--- config.mk ---
export PLATFORM = sky130hd
export DESIGN_NAME = nonce_job_scheduler_flat
export DESIGN_NICKNAME = d
export VERILOG_FILES = /design/src/rtl/nonce_job_scheduler_if.sv /design/src/rtl/nonce_job_scheduler.sv /design/src/flat_wrapper.sv
export SDC_FILE = /design/constraint.sdc
export NUM_CORES = 1
export LEC_CHECK = 0
export BUFFER_PORTS_ARGS = -buffer_cell sky130_fd_sc_hd__buf_4
export CORE_ASPECT_RATIO = 0.8
export CORE_UTILIZATION = 45
export CTS_CLUSTER_DIAMETER = 50
export DETAILED_ROUTE_END_ITERATION = 8
export MAX_ROUTING_LAYER = met4
export PLACE_DENSITY = 0.87
export SLEW_MARGIN = 0
export SYNTH_ARGS = -nofsm -noshare
export SYNTH_HDL_FRONTEND = slang
export SYNTH_SLANG_ARGS = --single-unit
--- constraint.sdc ---
create_clock -name clk -period 2.6 [get_ports clk]
set_input_delay 0.13 -clock clk [delete_from_list [all_inputs] [get_ports clk]]
set_output_delay 0.13 -clock clk [all_outputs]
set_load 0.01 [all_outputs]
--- src/rtl/nonce_job_scheduler_if.sv ---
// nonce_job_scheduler_if
//    Bundles the host word stream, the solution handshake and the SHA
//    datapath controls that surround the nonce job scheduler.
//    master : the host / SHA side (drives job stream, responses, core hits)
//    slave  : the scheduler itself (drives shift enables, strobes, status)
//    Signals:
//       start_found, data_valid, in_data[31:0], sol_response[1:0],
//       core_found, core_nonce[31:0]                      -> scheduler
//       sr_clear, mid_shift, head_shift, load_state, solve_en, sol_claim,
//       out_data[31:0], busy, exhausted, nonce_count[31:0] <- scheduler
interface nonce_job_scheduler_if;
   logic        start_found;
   logic        data_valid;
   logic [31:0] in_data;
   logic [1:0]  sol_response;
   logic        core_found;
   logic [31:0] core_nonce;
   logic        sr_clear;
   logic        mid_shift;
   logic        head_shift;
   logic        load_state;
   logic        solve_en;
   logic        sol_claim;
   logic [31:0] out_data;
   logic        busy;
   logic        exhausted;
   logic [31:0] nonce_count;

   modport master (
      output start_found, data_valid, in_data, sol_response, core_found, core_nonce,
      input  sr_clear, mid_shift, head_shift, load_state, solve_en, sol_claim,
      input  out_data, busy, exhausted, nonce_count
   );

   modport slave (
      input  start_found, data_valid, in_data, sol_response, core_found, core_nonce,
      output sr_clear, mid_shift, head_shift, load_state, solve_en, sol_claim,
      output out_data, busy, exhausted, nonce_count
   );
endinterface

--- src/rtl/nonce_job_scheduler.sv ---
// nonce_job_scheduler
//    Sequences one mining job through the SHA datapath. Valid-qualified
//    host words are counted into the midstate (MID_WORDS) and header
//    (HEAD_WORDS) shift registers, the midstate load is strobed once, then
//    the core runs while solve cycles are counted. A core hit is latched and
//    offered to the host as a claim (accept / reject-and-resume / abort);
//    running NONCE_LIMIT cycles without a hit parks the job as exhausted.
//    Ports:
//       clk    : system clock, rising edge
//       n_rst  : synchronous active-low reset
//       bus    : nonce_job_scheduler_if.slave (host stream, claim handshake,
//                shift enables, load strobe, solve enable, status)
module nonce_job_scheduler #(
   parameter int unsigned MID_WORDS   = 8,
   parameter int unsigned HEAD_WORDS  = 16,
   parameter logic [31:0] NONCE_LIMIT = 32'hFFFF_FFFF
) (
   input logic                  clk,
   input logic                  n_rst,
   nonce_job_scheduler_if.slave bus
);

   localparam int unsigned MAX_WORDS = (HEAD_WORDS > MID_WORDS) ? HEAD_WORDS : MID_WORDS;
   localparam int unsigned CNT_W     = (MAX_WORDS > 1) ? $clog2(MAX_WORDS) : 1;
   localparam logic [CNT_W-1:0] MID_LAST  = CNT_W'(MID_WORDS - 1);
   localparam logic [CNT_W-1:0] HEAD_LAST = CNT_W'(HEAD_WORDS - 1);

   typedef enum logic [2:0] {
      IDLE,
      MID,
      HEAD,
      LOAD,
      SOLVE,
      CLAIM,
      DONE
   } state_t;

   state_t           state;
   state_t           state_next;
   logic [CNT_W-1:0] word_cnt;
   logic [CNT_W-1:0] word_cnt_next;
   logic [31:0]      nonce_cnt;
   logic [31:0]      nonce_cnt_next;
   logic [31:0]      nonce_inc;
   logic [31:0]      gold_nonce;
   logic [31:0]      gold_nonce_next;

   // State, word counter, solve counter and golden nonce all live here.
   // Reset drops whatever job was running, including a pending claim,
   // and returns to IDLE with every counter and the latched nonce cleared.
   always_ff @(posedge clk) begin
      if (!n_rst) begin
         state      <= IDLE;
         word_cnt   <= '0;
         nonce_cnt  <= '0;
         gold_nonce <= '0;
      end else begin
         state      <= state_next;
         word_cnt   <= word_cnt_next;
         nonce_cnt  <= nonce_cnt_next;
         gold_nonce <= gold_nonce_next;
      end
   end

   // The solve counter saturates at NONCE_LIMIT. The job is declared
   // exhausted on the cycle this incremented value reaches the limit, so
   // NONCE_LIMIT solve cycles without a hit lead to DONE.
   always_comb begin
      nonce_inc = (nonce_cnt == NONCE_LIMIT) ? nonce_cnt : nonce_cnt + 32'd1;
   end

   // Next-state logic. start_found overrides everything and restarts framing
   // from any state, abandoning a claim. Word counting only advances on
   // data_valid, so a stalled host simply holds MID or HEAD indefinitely.
   // In SOLVE a core hit beats exhaustion: the nonce is latched and the
   // counter is left frozen so a rejected claim resumes where it stopped.
   always_comb begin
      state_next      = state;
      word_cnt_next   = word_cnt;
      nonce_cnt_next  = nonce_cnt;
      gold_nonce_next = gold_nonce;

      if (bus.start_found) begin
         state_next     = MID;
         word_cnt_next  = '0;
         nonce_cnt_next = '0;
      end else begin
         case (state)
            IDLE: begin
               state_next = IDLE;
            end
            MID: begin
               if (bus.data_valid) begin
                  if (word_cnt == MID_LAST) begin
                     state_next    = HEAD;
                     word_cnt_next = '0;
                  end else begin
                     word_cnt_next = word_cnt + 1'b1;
                  end
               end
            end
            HEAD: begin
               if (bus.data_valid) begin
                  if (word_cnt == HEAD_LAST) begin
                     state_next    = LOAD;
                     word_cnt_next = '0;
                  end else begin
                     word_cnt_next = word_cnt + 1'b1;
                  end
               end
            end
            LOAD: begin
               state_next     = SOLVE;
               nonce_cnt_next = '0;
            end
            SOLVE: begin
               if (bus.core_found) begin
                  state_next      = CLAIM;
                  gold_nonce_next = bus.core_nonce;
               end else begin
                  nonce_cnt_next = nonce_inc;
                  if (nonce_inc == NONCE_LIMIT) begin
                     state_next = DONE;
                  end
               end
            end
            CLAIM: begin
               case (bus.sol_response)
                  2'b01: begin
                     state_next = IDLE;
                  end
                  2'b10: begin
                     state_next = SOLVE;
                  end
                  2'b11: begin
                     state_next      = IDLE;
                     gold_nonce_next = '0;
                  end
                  default: begin
                     state_next = CLAIM;
                  end
               endcase
            end
            DONE: begin
               state_next = DONE;
            end
            default: begin
               state_next = IDLE;
            end
         endcase
      end
   end

   // Outputs decode straight from the state register. The shift enables
   // follow data_valid so only real words move the shift registers, and
   // sr_clear also fires on start_found so a restart clears the datapath
   // in the same cycle the job is re-armed.
   always_comb begin
      bus.sr_clear    = (state == IDLE) | bus.start_found;
      bus.mid_shift   = (state == MID)  & bus.data_valid;
      bus.head_shift  = (state == HEAD) & bus.data_valid;
      bus.load_state  = (state == LOAD);
      bus.solve_en    = (state == SOLVE);
      bus.sol_claim   = (state == CLAIM);
      bus.exhausted   = (state == DONE);
      bus.busy        = (state == MID) | (state == HEAD) | (state == LOAD) |
                        (state == SOLVE) | (state == CLAIM);
      bus.out_data    = gold_nonce;
      bus.nonce_count = nonce_cnt;
   end

endmodule

--- src/flat_wrapper.sv ---
// flat-port wrapper written by rule: the top's interface ports become plain ports
module nonce_job_scheduler_flat 
#(
   parameter int unsigned MID_WORDS   = 8,
   parameter int unsigned HEAD_WORDS  = 16,
   parameter logic [31:0] NONCE_LIMIT = 32'hFFFF_FFFF
)
  (clk, n_rst, bus_start_found, bus_data_valid, bus_in_data, bus_sol_response, bus_core_found, bus_core_nonce, bus_sr_clear, bus_mid_shift, bus_head_shift, bus_load_state, bus_solve_en, bus_sol_claim, bus_out_data, bus_busy, bus_exhausted, bus_nonce_count);
  nonce_job_scheduler_if bus_i ();
  input logic clk;
  input logic n_rst;
  input wire logic [$bits(bus_i.start_found)-1:0] bus_start_found;
  input wire logic [$bits(bus_i.data_valid)-1:0] bus_data_valid;
  input wire logic [$bits(bus_i.in_data)-1:0] bus_in_data;
  input wire logic [$bits(bus_i.sol_response)-1:0] bus_sol_response;
  input wire logic [$bits(bus_i.core_found)-1:0] bus_core_found;
  input wire logic [$bits(bus_i.core_nonce)-1:0] bus_core_nonce;
  output wire logic [$bits(bus_i.sr_clear)-1:0] bus_sr_clear;
  output wire logic [$bits(bus_i.mid_shift)-1:0] bus_mid_shift;
  output wire logic [$bits(bus_i.head_shift)-1:0] bus_head_shift;
  output wire logic [$bits(bus_i.load_state)-1:0] bus_load_state;
  output wire logic [$bits(bus_i.solve_en)-1:0] bus_solve_en;
  output wire logic [$bits(bus_i.sol_claim)-1:0] bus_sol_claim;
  output wire logic [$bits(bus_i.out_data)-1:0] bus_out_data;
  output wire logic [$bits(bus_i.busy)-1:0] bus_busy;
  output wire logic [$bits(bus_i.exhausted)-1:0] bus_exhausted;
  output wire logic [$bits(bus_i.nonce_count)-1:0] bus_nonce_count;
  assign bus_i.start_found = bus_start_found;
  assign bus_i.data_valid = bus_data_valid;
  assign bus_i.in_data = bus_in_data;
  assign bus_i.sol_response = bus_sol_response;
  assign bus_i.core_found = bus_core_found;
  assign bus_i.core_nonce = bus_core_nonce;
  assign bus_sr_clear = bus_i.sr_clear;
  assign bus_mid_shift = bus_i.mid_shift;
  assign bus_head_shift = bus_i.head_shift;
  assign bus_load_state = bus_i.load_state;
  assign bus_solve_en = bus_i.solve_en;
  assign bus_sol_claim = bus_i.sol_claim;
  assign bus_out_data = bus_i.out_data;
  assign bus_busy = bus_i.busy;
  assign bus_exhausted = bus_i.exhausted;
  assign bus_nonce_count = bus_i.nonce_count;
  nonce_job_scheduler #(.MID_WORDS(MID_WORDS), .HEAD_WORDS(HEAD_WORDS), .NONCE_LIMIT(NONCE_LIMIT)) u_core (.clk(clk), .n_rst(n_rst), .bus(bus_i));
endmodule
### Word level (Yosys, flattened, before mapping)

Cells that the tools add are included.

* multiplexer cells: 20
* reduce and logical (&&, ||, !) cells: 11
* $add $sub $neg: 2
* divide/modulo/power cells: 0
* bitwise gates (word level): 9
* eq/ne operators: 26
* shift-type cells: 0
* $lt $le $gt $ge: 0
* $mul: 0

Operator list (count)
* $mux 32: 4
* $pmux 32 s2: 2
* $eq 32x32->1 const B: 2
* $add 32x1->32 const B: 1
* $mux 3: 6
* $pmux 3 s6: 1
* $mux 4: 4
* $reduce_and 5->1: 2
* $eq 3x3->1 const B: 3
* $ne 3x2->1 const B: 3
* $ne 2x2->1 const B: 4
* $pmux 4 s2: 1
* $eq 3x2->1 const B: 2
* $ne 2x1->1 const B: 3
* $ne 3x3->1 const B: 2
* $pmux 3 s2: 1
* $reduce_bool 2->1: 3
* $or 1x1->1: 5
* $add 4x1->4 const B: 1
* $eq 2x2->1 const B: 2
* $eq 4x3->1 const B: 1
* $eq 4x4->1 const B: 1
* $ne 4x3->1 const B: 1
* $reduce_and 4->1: 1
* other kinds (9): 12

* bits in read-only memories: 0
* latch bits: 0
* logic and storage cells: 73
* output and inout bits: 72
* register bits: 71
* memory bits (writable): 0
* memories kept: 0

### Depth between registers and ports, before layout

* depth in word-level cells: 7
* gate-level depth with buffers: 10

### Worst setup path before layout

OpenSTA, ideal clock, no wires.

* kind: register to register
* start: reg u_core.nonce_cnt[0], in the netlist u_core.bus.nonce_count[0]
* end: reg u_core.state[1]
* data arrival time: 2512 ps
* period minus slack after synthesis: 2596 ps
* stages on the path, launching flop included: 10
* library setup time: 84 ps
* slack: 4 ps
* cells stage by stage: dfxtp_1 ha_1 and4_1 and4_1 buf_4 a2111oi_2 xnor2_1 nand2_1 or4_1 o31ai_2

* word-level cells in the longest chain between the ends: 5
* elaborated cells between the ends (all ways): 6
* classes of those cells: 1 x add/sub; 3 x eq/ne; 1 x mux; 1 x reduce/logical

RTL lines
* start: declaration: line nonce_job_scheduler.sv:42 `logic [31:0] nonce_cnt;`
* start signal: assignment: line nonce_job_scheduler.sv:60 `nonce_cnt <= nonce_cnt_next;`
* $add 32x1->32 or $eq 32x32->1 (tied branches): line nonce_job_scheduler.sv:69 `nonce_inc = (nonce_cnt == NONCE_LIMIT) ? nonce_cnt : nonce_cnt + 32'd1;`
* $mux 32 (*): line nonce_job_scheduler.sv:69
* $eq 32x32->1 (*): line nonce_job_scheduler.sv:122 `if (nonce_inc == NONCE_LIMIT) begin`
* $ne 3x2->1 (no source line) (*)
* $reduce_and 5->1 (no source line) (*)
* end signal: assignment: line nonce_job_scheduler.sv:58 `state <= state_next;`
* end: declaration: line nonce_job_scheduler.sv:38 `state_t state;`

Every way passes the cells marked *; elsewhere a longest branch is shown, timed or not.
A chain may end at the register's enable or synchronous reset.

### Worst setup path in the final report

* start: reg u_core.nonce_cnt[0], in the netlist u_core.bus.nonce_count[0]
* end: reg u_core.nonce_cnt[10], in the netlist u_core.bus.nonce_count[10]

* word-level cells in the longest chain between the ends: 4
* elaborated cells between the ends (all ways): 5
* classes of those cells: 1 x add/sub; 1 x eq/ne; 3 x mux

RTL lines
* $add 32x1->32 or $eq 32x32->1 (tied branches): line nonce_job_scheduler.sv:69
* $mux 32 (*): line nonce_job_scheduler.sv:69
* $mux 32 (*): line nonce_job_scheduler.sv:117 `if (bus.core_found) begin`
* $pmux 32 s2 (*): line nonce_job_scheduler.sv:88 `case (state)`

Every way passes the cells marked *; elsewhere a longest branch is shown, timed or not. The select of a mux whose other input is x is not followed.

==> summary.txt <==
Status
  • Status: finished, final reports clean

Finish
  • Net count reported at finish: between 700 and 800
  • Layout cells sized above 1: 28.79%
  • Area delta synth->final: 35.18%
  • N_diodes: 0
  • Commonest non-fill, non-tap cell in the layout: buf_4
  • Most frequent cells in the layout: 150 x buf_4, 69 x dfxtp_1, 67 x nand2_1
  • # fillers: 733

Logic synthesis
  • Syn_nets: 587
  • Synth area leader: dfxtp_1
  • Synth cell types: 54
  • Top FF cell, synth: dfxtp_1
  • Mapped cell area: 3955 um^2
  • Mux cell area share after synthesis: 0.5062%
  • Post-Synth XOR/XNOR Area: 3.100%
  • Synth async-reset ratio: 0%
  • Post-synth EDFFs: 0
  • Seq/Total Area, Yosys: 35.94%
  • Complex-gate fraction of the synthesized area: 24.64%
  • Synth top area share: between 30% and 40%
  • Ys Warns: 0
  • Synth area leaders: dfxtp_1 36%, nand3_1 6.5%, a21boi_0 6.5%, nand2_1 6.4%, nor2_1 3.8%
  • Adder-Cell Fraction of Synth Area: 0.6327%
  • Mapped Cells: 514
  • Synth Area in Simple Gates: 30.59%
  • Largest family of logic cells by synthesized area: simple AND/OR/NAND/NOR gates
  • Syn Area/Cell: 7.695 um^2
  • Seq cells post-synth: 71

Clock network
  • Cts bufs inserted: 9
  • Clk pin slew, worst setup/hold paths: 90 ps
  • Clk root buf: clkbuf_8
  • Clk_lat worst skew: 370 ps
  • Htree depth: 3
  • Hold-fix buffers at CTS: 0
  • TritonCTS Sinks: 71
  • Clock buffer depth: 2
  • CTS tree: done

Drt
  • Vias per cell: approximately 6.0
  • Iter 0 DRT Violations: 544
  • First-pass iteration count of the detailed router: 5
  • Drt total wl: ~12000 um
  • # DRC: 0
  • Post-DRT Antenna Nets: 0
  • Routed via count: 4523
  • DR WL/cell: 16.44 um

Floorplan
  • Starting Density: 46.42%
  • Die height: ~86 um
  • Total I/O pin count: about 140
  • Die X: about 110 um
  • Std cell rows: 30
  • Die area: 9170 um^2
  • Core area: 8521 um^2

Setup path
  • CP delay by family, top: simple AND/OR/NAND/NOR gates
  • CP Max Fanout: 13
  • CP Data Arrival Time: 2780 ps
  • Crit-path slowest cell: nor2_1
  • Kind of critical path: flip-flop to flip-flop
  • CP bufs+invs: 1
  • Critical path cell sequence: ha_2 > and4_1 > nand4_1 > nor3_4 > buf_12 > nor2_1 > a31oi_1 > a311oi_1
  • CP endpoint kind: flip-flop
  • Crit-path max cell delay: about 660 ps
  • Critical Path Source Type: flip-flop
  • Worst Path Required: 2870 ps

Placement
  • Pre-CTS setup slack: approximately 28 ps
  • RD Place Congestion: 0.9434
  • Post-DP HPWL: 8978 um
  • IO Port Bufs: 110

STA
  • Least-Margin Pin Slew: ~1000 ps
  • Final Hold Viols: 0
  • Final min period: roughly 2500 ps
  • Skew final: 11.33 ps
  • Fmax: slightly below 400 MHz
  • Post-route setup slack: 87.02 ps
  • # setup viols final: 0
  • Slew Limit Fails: 0
  • Period utilization: 96.65%
  • Slew HR: 30.57%

Global routing
  • Overflow after GRT: 0
  • First-pass GRT wire length: 19390 um
  • Global Route Usage Sum: 27.75%
  • Largest net degree at the start of global routing: 36
  • Vias in the first global route: 3953
  • Initial antenna violation count: 0

Flow run
  • Max_cap viols: 0

Min path
  • Hold Path Class: input pin to flip-flop

Power
  • Cell Pwr Density: 415.8 nW/um^2
  • Maximum vdd ir drop: 0.2691 mV
  • Tot Pwr: around 2200 uW
  • Cell leakage power: between 0.002 and 0.0025 uW
==> cell usage after synthesis, drive strengths merged, types with 7 or more instances <==
| cell | instances |
|---|---|
| a21boi | 34 |
| a21oi | 28 |
| a311oi | 10 |
| a31oi | 11 |
| and3 | 9 |
| and4 | 9 |
| buf | 7 |
| clkbuf | 28 |
| dfxtp | 71 |
| inv | 9 |
| nand2 | 69 |
| nand3 | 52 |
| nand4 | 7 |
| nor2 | 41 |
| nor3 | 16 |
| o21ai | 31 |
| xor2 | 8 |
==> worst min-delay path, stage by stage <==
cell      delay [ps]
buf_4            110
nand3_1           50
a21boi_0          70
==> logic make-up (layout without fill, tap and decap cells) <==
kind of cell / after synthesis / count (layout)
and+or+nand+nor: 237 / 237
adders and majority gates: 2 / 2
DFF: 71 / 71
buffers and inverters: 44 / 176
xor gates and xnor gates: 14 / 14
muxes: 2 / 2
AOI/OAI and AO/OA: 144 / 144
==> area by class of cell <==
| type | instances | area, um^2 | share of cell area (%) |
|---|---|---|---|
| inverter | 9 | 33.78 | 0.6319 |
| timing repair buffer | 151 | 1146 | 21.44 |
| tap | 112 | 140.1 | 2.621 |
| sequential | 71 | 1424 | 26.63 |
| clock buffer | 9 | 123.9 | 2.317 |
| clock inverter | 7 | 105.1 | 1.966 |
| multi-input combinational | 399 | 2374 | 44.40 |
==> report_power, final <==
part	internal, uW	leakage [uW]	switching [uW]	total (uW)
sequential	1090	0.000573	0.955	1090
combinational	55.2	0.00138	42.7	97.9
clock	553	0.000112	483	1040
total	1700	0.00206	527	2220
==> sequential cells by signal, summed over array words and instances, names as in the netlist <==
name / flops
u_core.bus.nonce_count: 32
u_core.bus.out_data: 32
u_core.state: 3
u_core.word_cnt: 4
==> per-layer routing <==
layer / share of wire [%] / global-route usage (%)
met1: 42 / 35.25
met4: 2.9 / 13.45
met5: 0 / -
met3: 9.3 / 6.231
met2: 46 / 41.70
==> path summary, 6_finish.rpt <==
path / startpoint / end / slack, ps / depth (start not counted)
max reg2reg: u_core.bus.nonce_count[0] / u_core.bus.nonce_count[10] / 90 / 8
max: u_core.bus.nonce_count[0] / u_core.bus.nonce_count[10] / 90 / 8
min reg2reg: u_core.bus.out_data[26] / u_core.bus.out_data[26] / 460 / 2
min: bus_core_nonce[30] / u_core.bus.out_data[30] / 30 / 3
==> what timing repair did <==
item                       CTS  global route
pin swaps                    0             0
gates resized for setup      1             4
setup buffers                0             0
setup endpoints to repair    1            10
==> metrics by stage <==
stage	utilization [%]	hold WS [ps]	std cells	setup TNS, ps	cell area [um^2]
5_1_grt	62.75	22.46	758	-9.114	5346
3_3_place_gp	59.84	391.6	742	0	5099
3_5_place_dp	59.84	399.0	742	0	5099
4_1_cts	62.67	13.76	758	0	5340
6_report	62.75	27.33	758	0	5346
2_1_floorplan	-	253.8	514	0	3955
No activity file was read; power rests on OpenSTA's default activity.
